File: config.mk
export PLATFORM = sky130hd
export DESIGN_NAME = core_argmin_collector
export DESIGN_NICKNAME = d
export VERILOG_FILES = /design/src/rtl/km_pkg.sv /design/src/rtl/core_next_sel.sv /design/src/rtl/core_argmin_collector.sv
export SDC_FILE = /design/constraint.sdc
export NUM_CORES = 1
export LEC_CHECK = 0
export BUFFER_PORTS_ARGS = -buffer_cell sky130_fd_sc_hd__buf_2
export CELL_PAD_IN_SITES_DETAIL_PLACEMENT = 2
export CELL_PAD_IN_SITES_GLOBAL_PLACEMENT = 2
export CORE_UTILIZATION = 30
export CTS_CLUSTER_SIZE = 25
export DETAILED_ROUTE_END_ITERATION = 12
export PLACE_DENSITY_LB_ADDON = 0.12
export SKIP_CTS_REPAIR_TIMING = 1
export SYNTH_ARGS = -nofsm -noshare
export SYNTH_HDL_FRONTEND = slang
export SYNTH_SLANG_ARGS = --single-unit
File: constraint.sdc
create_clock -name clk -period 6.5 [get_ports clk]
set_clock_uncertainty 0.1 [all_clocks]
set_input_delay 1.3 -clock clk [delete_from_list [all_inputs] [get_ports clk]]
set_output_delay 1.3 -clock clk [all_outputs]
set_load 0.02 [all_outputs]
File: src/rtl/km_pkg.sv
// rtl/km_pkg.sv - shared core-count constants and argmin FSM state encoding
package km_pkg;

  localparam int NUM_CORES  = 16;
  localparam int CORE_IDX_W = 4;

  typedef enum logic [1:0] {
    ST_IDLE = 2'd0,
    ST_SCAN = 2'd1,
    ST_DONE = 2'd2
  } state_t;

endpackage

File: src/rtl/core_next_sel.sv
// rtl/core_next_sel.sv - lowest set mask bit at or above a pointer, with none-left flag
module core_next_sel
  import km_pkg::*;
(
  input  logic [NUM_CORES-1:0]  i_mask,
  input  logic [CORE_IDX_W:0]   i_ptr,
  output logic [CORE_IDX_W-1:0] o_idx,
  output logic                  o_none
);

  // Descending walk so the last hit written is the lowest qualifying index.
  always_comb begin
    o_idx  = '0;
    o_none = 1'b1;
    for (int i = NUM_CORES - 1; i >= 0; i--) begin
      if (i_mask[i] && ((CORE_IDX_W + 1)'(i) >= i_ptr)) begin
        o_idx  = CORE_IDX_W'(i);
        o_none = 1'b0;
      end
    end
  end

endmodule

File: src/rtl/core_argmin_collector.sv
// rtl/core_argmin_collector.sv - scans enabled cores and reports the minimum distance
module core_argmin_collector
  import km_pkg::*;
#(
  parameter int DIST_W = 16
) (
  input  logic                  clk,
  input  logic                  rst,
  input  logic                  start,
  input  logic [NUM_CORES-1:0]  en,
  output logic [CORE_IDX_W-1:0] core_sel,
  output logic                  core_req,
  input  logic                  core_ack,
  input  logic [DIST_W-1:0]     core_dist,
  output logic                  busy,
  output logic                  done,
  output logic [CORE_IDX_W-1:0] min_core,
  output logic [CORE_IDX_W-1:0] min_cluster,
  output logic [DIST_W-1:0]     min_dist,
  output logic [CORE_IDX_W:0]   n_active
);

  state_t                  r_state;
  state_t                  w_next;
  logic [NUM_CORES-1:0]    r_mask;
  logic [CORE_IDX_W-1:0]   r_sel;
  logic [CORE_IDX_W-1:0]   r_ord;
  logic [CORE_IDX_W-1:0]   r_min_core;
  logic [CORE_IDX_W-1:0]   r_min_cluster;
  logic [DIST_W-1:0]       r_min_dist;
  logic [CORE_IDX_W:0]     r_n_active;

  logic [NUM_CORES-1:0]    w_mask;
  logic [CORE_IDX_W:0]     w_ptr;
  logic [CORE_IDX_W-1:0]   w_idx;
  logic                    w_none;
  logic [CORE_IDX_W:0]     w_pop;
  logic                    w_accept;

  // In IDLE the search looks at the incoming mask from 0; in SCAN it looks past the current core.
  assign w_mask   = (r_state == ST_IDLE) ? en : r_mask;
  assign w_ptr    = (r_state == ST_IDLE) ? '0 : ({1'b0, r_sel} + (CORE_IDX_W + 1)'(1));
  assign w_accept = (r_state == ST_SCAN) && core_ack;

  core_next_sel u_next_sel (
    .i_mask (w_mask),
    .i_ptr  (w_ptr),
    .o_idx  (w_idx),
    .o_none (w_none)
  );

  always_comb begin
    w_pop = '0;
    for (int i = 0; i < NUM_CORES; i++) begin
      w_pop = w_pop + {{CORE_IDX_W{1'b0}}, en[i]};
    end
  end

  always_ff @(posedge clk) begin
    if (rst) begin
      r_state <= ST_IDLE;
    end else begin
      r_state <= w_next;
    end
  end

  always_comb begin
    w_next   = r_state;
    core_req = 1'b0;
    busy     = 1'b0;
    done     = 1'b0;
    case (r_state)
      ST_IDLE: begin
        if (start) begin
          w_next = (en == '0) ? ST_DONE : ST_SCAN;
        end
      end
      ST_SCAN: begin
        core_req = 1'b1;
        busy     = 1'b1;
        if (core_ack && w_none) begin
          w_next = ST_DONE;
        end
      end
      ST_DONE: begin
        done   = 1'b1;
        w_next = ST_IDLE;
      end
      default: w_next = ST_IDLE;
    endcase
  end

  always_ff @(posedge clk) begin
    if (rst) begin
      r_mask        <= '0;
      r_sel         <= '0;
      r_ord         <= '0;
      r_min_core    <= '0;
      r_min_cluster <= '0;
      r_min_dist    <= '1;
      r_n_active    <= '0;
    end else if (r_state == ST_IDLE) begin
      if (start) begin
        r_mask        <= en;
        r_n_active    <= w_pop;
        r_sel         <= w_idx;
        r_ord         <= '0;
        r_min_core    <= '0;
        r_min_cluster <= '0;
        r_min_dist    <= '1;
      end
    end else if (w_accept) begin
      // Strict compare in ascending core order keeps the lower index on ties.
      if (core_dist < r_min_dist) begin
        r_min_dist    <= core_dist;
        r_min_core    <= r_sel;
        r_min_cluster <= r_ord;
      end
      r_ord <= r_ord + CORE_IDX_W'(1);
      r_sel <= w_none ? '0 : w_idx;
    end
  end

  assign core_sel    = r_sel;
  assign min_core    = r_min_core;
  assign min_cluster = r_min_cluster;
  assign min_dist    = r_min_dist;
  assign n_active    = r_n_active;

endmodule
### After elaboration in Yosys (flattened, before gate mapping)

Index checks and enable logic that the tools add are counted.

* bits in registers: 55
* latch bits: 0
* memory bits (writable): 0
* ROM bits: 0
* bits of input ports: 36
* output and inout port bits: 36
* logic and storage cells: 129
* memories kept: 0

* add/sub/neg operators: 17
* $mul: 0
* divide/modulo/power cells: 0
* magnitude comparators: 17
* equality and inequality tests: 4
* shifts and indexed selects: 0
* multiplexer cells: 57
* bitwise operators: 0
* reductions and logical operators: 26

Operator list (number)
* 4-bit two-way mux: 29
* 16-bit two-way mux: 5
* 5-bit by 1-bit adder with 5-bit output: 11
* 4-bit by 5-bit >= comparator with 1-bit output (first input constant): 8
* 3-bit by 5-bit >= comparator with 1-bit output (first input constant): 4
* 1-bit logical AND: 18
* 1-bit two-way mux: 18
* 16-bit logical NOT: 1
* 16-bit less-than comparator: 1
* 1-bit by 5-bit >= comparator with 1-bit output (first input constant): 2
* 2-bit by 5-bit >= comparator with 1-bit output (first input constant): 2
* 2-bit two-way mux: 3
* 2-bit AND reduction: 3
* 4-bit by 1-bit adder with 5-bit output: 1
* 4-bit by 1-bit adder with 5-bit output (second input constant): 1
* 5-bit two-way mux: 1
* 3-bit by 1-bit adder with 4-bit output: 1
* 4-bit by 1-bit adder with 4-bit output (second input constant): 1
* 2-bit case mux with 2 select lines: 1
* 2-bit nonzero test: 2
* 2-bit by 1-bit adder with 3-bit output: 1
* 3-bit AND reduction: 1
* 1-bit by 1-bit adder with 2-bit output: 1
* 2-bit by 1-bit equality test with 1-bit output (second input constant): 1
* other kinds (4): 4

### Longest topological paths before layout

* word-level depth: 23
* gate-level depth with buffers: 13
* gate-level depth less buffers: 13

### Modules after synthesis

Synthesis repeated with hierarchy kept, for this count alone.

* cells, all modules: 452
* area, all modules: 3739.8 µm²

Modules (own cells, without submodules)
* core_argmin_collector: times used 1, cells each 379, area an instance 3298.2 µm², sequential area each 1101.1 µm²
* core_next_sel: times used 1, cells each 73, area an instance 441.7 µm², sequential area each 0.0 µm²

### Worst setup path after synthesis

No wires, ideal clock.

* path type: input -> register
* from: input en[0]
* to: register r_n_active[2], in the netlist n_active[2]
* library setup time: 0.128 ns
* arrival: 4.214 ns
* data required time: 6.272 ns
* slack: 2.059 ns
* cell stages on the path: 13
* buffers on the path: 0
* path through: fa_1 inv_1 fa_1 fa_1 fa_1 inv_1 ha_1 inv_1 fa_1 nor2b_1 nor3_1 a21oi_1 nor2_1

* word-level cells in the longest chain between the ends: 15

RTL lines
* start, declared: RTL line core_argmin_collector.sv:10 `input logic [NUM_CORES-1:0] en,`
* 1-bit by 1-bit adder with 2-bit output: RTL line core_argmin_collector.sv:55 `w_pop = w_pop + {{CORE_IDX_W{1'b0}}, en[i]};`
* 2-bit by 1-bit adder with 3-bit output: RTL line core_argmin_collector.sv:55
* 3-bit by 1-bit adder with 4-bit output: RTL line core_argmin_collector.sv:55
* 4-bit by 1-bit adder with 5-bit output: RTL line core_argmin_collector.sv:55
* 5-bit by 1-bit adder with 5-bit output (11 in series): RTL line core_argmin_collector.sv:55
* end signal, assigned: RTL line core_argmin_collector.sv:105 `r_n_active <= w_pop;`
* end, declared: RTL line core_argmin_collector.sv:31 `logic [CORE_IDX_W:0] r_n_active;`

Every way passes these cells.
A chain may end at the register's enable or synchronous reset.

### Final worst setup path

Same ends and word-level chain as after synthesis.

==> run_results.csv <==
group,metric,value,unit
power_and_ir_drop,pwr-share-seq,38.7,%
routing,vias_per_cell,5.187,
routing,drt_iter0_markers,119,
global_routing,track_usage,19.34,%
global_routing,antenna_found_initial,0,
worst_setup_path,r2r_setup_slack,3.14,ns
worst_setup_path,crit_buf_inv,4,
worst_setup_path,critical-path-top-delay-family,"adder cells",
clock_network,clockBufferDepth,2,
min_path,hold_class,"reg2reg",
sta,period_share,68.96,%
sta,holdWs,0.3641,ns
power_and_ir_drop,p_clk_share,28.7,%
min_path,hold_start,"r_mask[13]",
logic_synthesis,syn_inst,483,
sta,relSlewSlack,47.68,%
logic_synthesis,yosysSeqAreaShare,28.48,%
worst_setup_path,r2r_cells,8,
worst_setup_path,critPathArrivalTime,4.55,ns
global_routing,grt_pass1_vias,3820,
worst_setup_path,r2r-end,"r_state[0]",
min_path,hold_depth,2,
clock_network,clock-sinks,55,
die,pin_count,72,
sta,setup_tns,0,ns
cells_and_area,layout-drive-gt1-share,17.79,%
logic_synthesis,yosysMostFrequentCell,"nand2_1",
clock_network,cts_tree,"done",
worst_setup_path,crit_slowest_cell,"fa_1",
sta,hold_viol,0,
cells_and_area,num_antenna_cells,0,
routing,vias,3662,
sta,worstMarginPinSlew,0.7849,ns
placement,dp_slack,1.667,ns
global_routing,grt_max_degree,80,
power_and_ir_drop,power.switching,348.9,µW
worst_setup_path,cp-start-kind,"input port",
clock_network,clkTransAtPathRegs,0.07,ns
logic_synthesis,yosys.area.top_type_share,28.48,%
clock_network,clk_latency,0.30,ns
routing,wl_per_cell,17.39,µm
worst_setup_path,worstSetupPathType,"in2reg",
power_and_ir_drop,intPower,624.4,µW
die,fp.coreArea,12570,µm²
sta,fmax,223.1,MHz
clock_network,cts-root-buf,"clkbuf_16",
logic_synthesis,netlist_area,3866,µm²
logic_synthesis,yosysTopAreaCell,"dfxtp_1",
logic_synthesis,synthTopCellsByCount,"61 x nand2_1, 55 x dfxtp_1, 39 x a21oi_1",
worst_setup_path,cp_common_cell,"fa_1",
placement,place_congestion,0.7922,
die,die-area,13340,µm²
logic_synthesis,synth_nets,552,
sta,setup_slack,2.018,ns
logic_synthesis,ys.flop_type,"dfxtp_1",
routing,first_pass_iters,4,
cells_and_area,nets,602,
global_routing,grt_overflow_total,0,
worst_setup_path,required,6.57,ns
logic_synthesis,syn_area_per_cell,8.005,µm²
power_and_ir_drop,vdd_drop_max,0.1176,mV
sta,rsz0062_at_grt,"no",
worst_setup_path,path_cells,"buf_2, fa_1, inv_1, fa_1, fa_1, fa_1, inv_1, ha_1, inv_1, fa_1, nor2b_1, nor3_1, a21oi_1, nor2_1",
die,num_rows,41,
worst_setup_path,crit_fanout,3,
sta,drv_slew,0,
min_path,holdPathEnd,"r_mask[13]",
clock_network,cts_inserted_buffers,5,
worst_setup_path,endpoint_kind,"flop",
routing,ant_nets,0,
placement,port_buffers,71,
die,dieWidth,115.5,µm
logic_synthesis,async_flop_share,0,%
job,maxCapViolCount,0,
logic_synthesis,synth_cell_types,66,
die,die_y,115.5,µm
power_and_ir_drop,pwr_density_cell,219.0,nW/µm²
sta,layout_min_cycle_time,4.482,ns
logic_synthesis,synth_edf_count,0,
worst_setup_path,worstReg2RegStart,"core_sel[0]",
logic_synthesis,synthTopCellsByArea,"dfxtp_1 28%, ha_1 7.4%, mux2i_1 6.2%",
worst_setup_path,cp_slowest_stage_delay,0.53,ns
routing,routed_wirelength,12.27,mm
sta,finalSetupViolCount,0,
power_and_ir_drop,swShare,35.85,%
power_and_ir_drop,power.leakage,1.927,nW
run_status,outcome,"finished clean",
logic_synthesis,yosys_warnings,0,
die,start_util,30.76,%
power_and_ir_drop,comb_power_share,32.7,%
clock_network,htree_levels,2,
global_routing,grt_pass1_wl,19.76,mm
logic_synthesis,synth-seq-cells,55,
cells_and_area,nFillCells,1501,
placement,place_hpwl,9.309,mm
cells_and_area,area_growth,14.98,%
power_and_ir_drop,power.total,973.4,µW
routing,drc_errors,0,
worst max path at each step:
stage	start	to	slack, ns	cells past startpoint
detailed placement	en[0]	n_active[2]	1.67	14
global placement	en[0]	n_active[2]	1.75	14
floorplan	en[0]	n_active[2]	2.06	13
global route	en[0]	n_active[2]	1.88	14
finish	en[0]	n_active[2]	2.02	14
CTS	en[0]	n_active[2]	1.98	14
cell type report:
type	count	area, µm²	area share (%)
multi-input cells	359	2460	55.33
flip-flops and latches	55	1101	24.77
repair buffers	76	392.9	8.838
well taps	172	215.2	4.841
inverters	36	135.1	3.040
clock buffers	6	128.9	2.899
clock inverters	2	12.51	0.2815
stage by stage:
stage,utilization (%),instances,instance area [µm²]
after floorplan,-,483,3866
after global placement,34.25,698,4304
after detailed placement,34.25,698,4304
after CTS,35.37,706,4446
after global routing,35.37,706,4446
final,35.37,706,4446
logic make-up (layout without fill, tap and decap cells):
family | after synthesis | count (layout) | share of synthesized area, %
XOR/XNOR | 5 | 5 | 1.327
flip-flops | 55 | 55 | 28.48
multiplexers | 25 | 25 | 6.505
buffers and inverters | 69 | 120 | 7.896
AO/OA/AOI/OAI | 107 | 107 | 18.35
AND/OR/NAND/NOR | 189 | 189 | 24.82
adder cells (fa/ha/maj) | 33 | 33 | 12.62
power groups by stage:
stage | Clock (mW) | Sequential [mW] | Combinational [mW]
2_1_floorplan | 0 | 0.389 | 0.222
4_1_cts | 0.291 | 0.377 | 0.328
6_report | 0.279 | 0.377 | 0.318
3_5_place_dp | 0 | 0.385 | 0.325
5_1_grt | 0.301 | 0.380 | 0.359
3_3_place_gp | 0 | 0.384 | 0.315
sequential cells by signal (all words and copies together), names as in the netlist:
name,flops
min_dist,16
r_mask,16
n_active,5
core_sel,4
min_cluster,4
min_core,4
r_ord,4
r_state,2
per-layer routing:
layer	routed length (µm)	GRT usage (%)	vias to the layer above
met1	5894	24.29	1830
met4	84	3.636	0
met5	0	0	-
li1	-	-	1777
met3	307	3.400	6
met2	5987	34.69	49
cell usage in the layout (no fill, tap or decap), drive strengths merged, types with 11 or more instances in the layout:
cell type,instances
buf,76
nand2,61
dfxtp,55
a21oi,40
inv,36
nor2,34
nor3,26
mux2i,24
ha,23
o21ai,19
nand2b,14
nand3b,11
worst min-delay path: stages (launching register included):
cell     delay [ns]
dfxtp_1        0.31
nand2_1        0.05
a21oi_1        0.05
No activity file was read; power rests on OpenSTA's default activity.
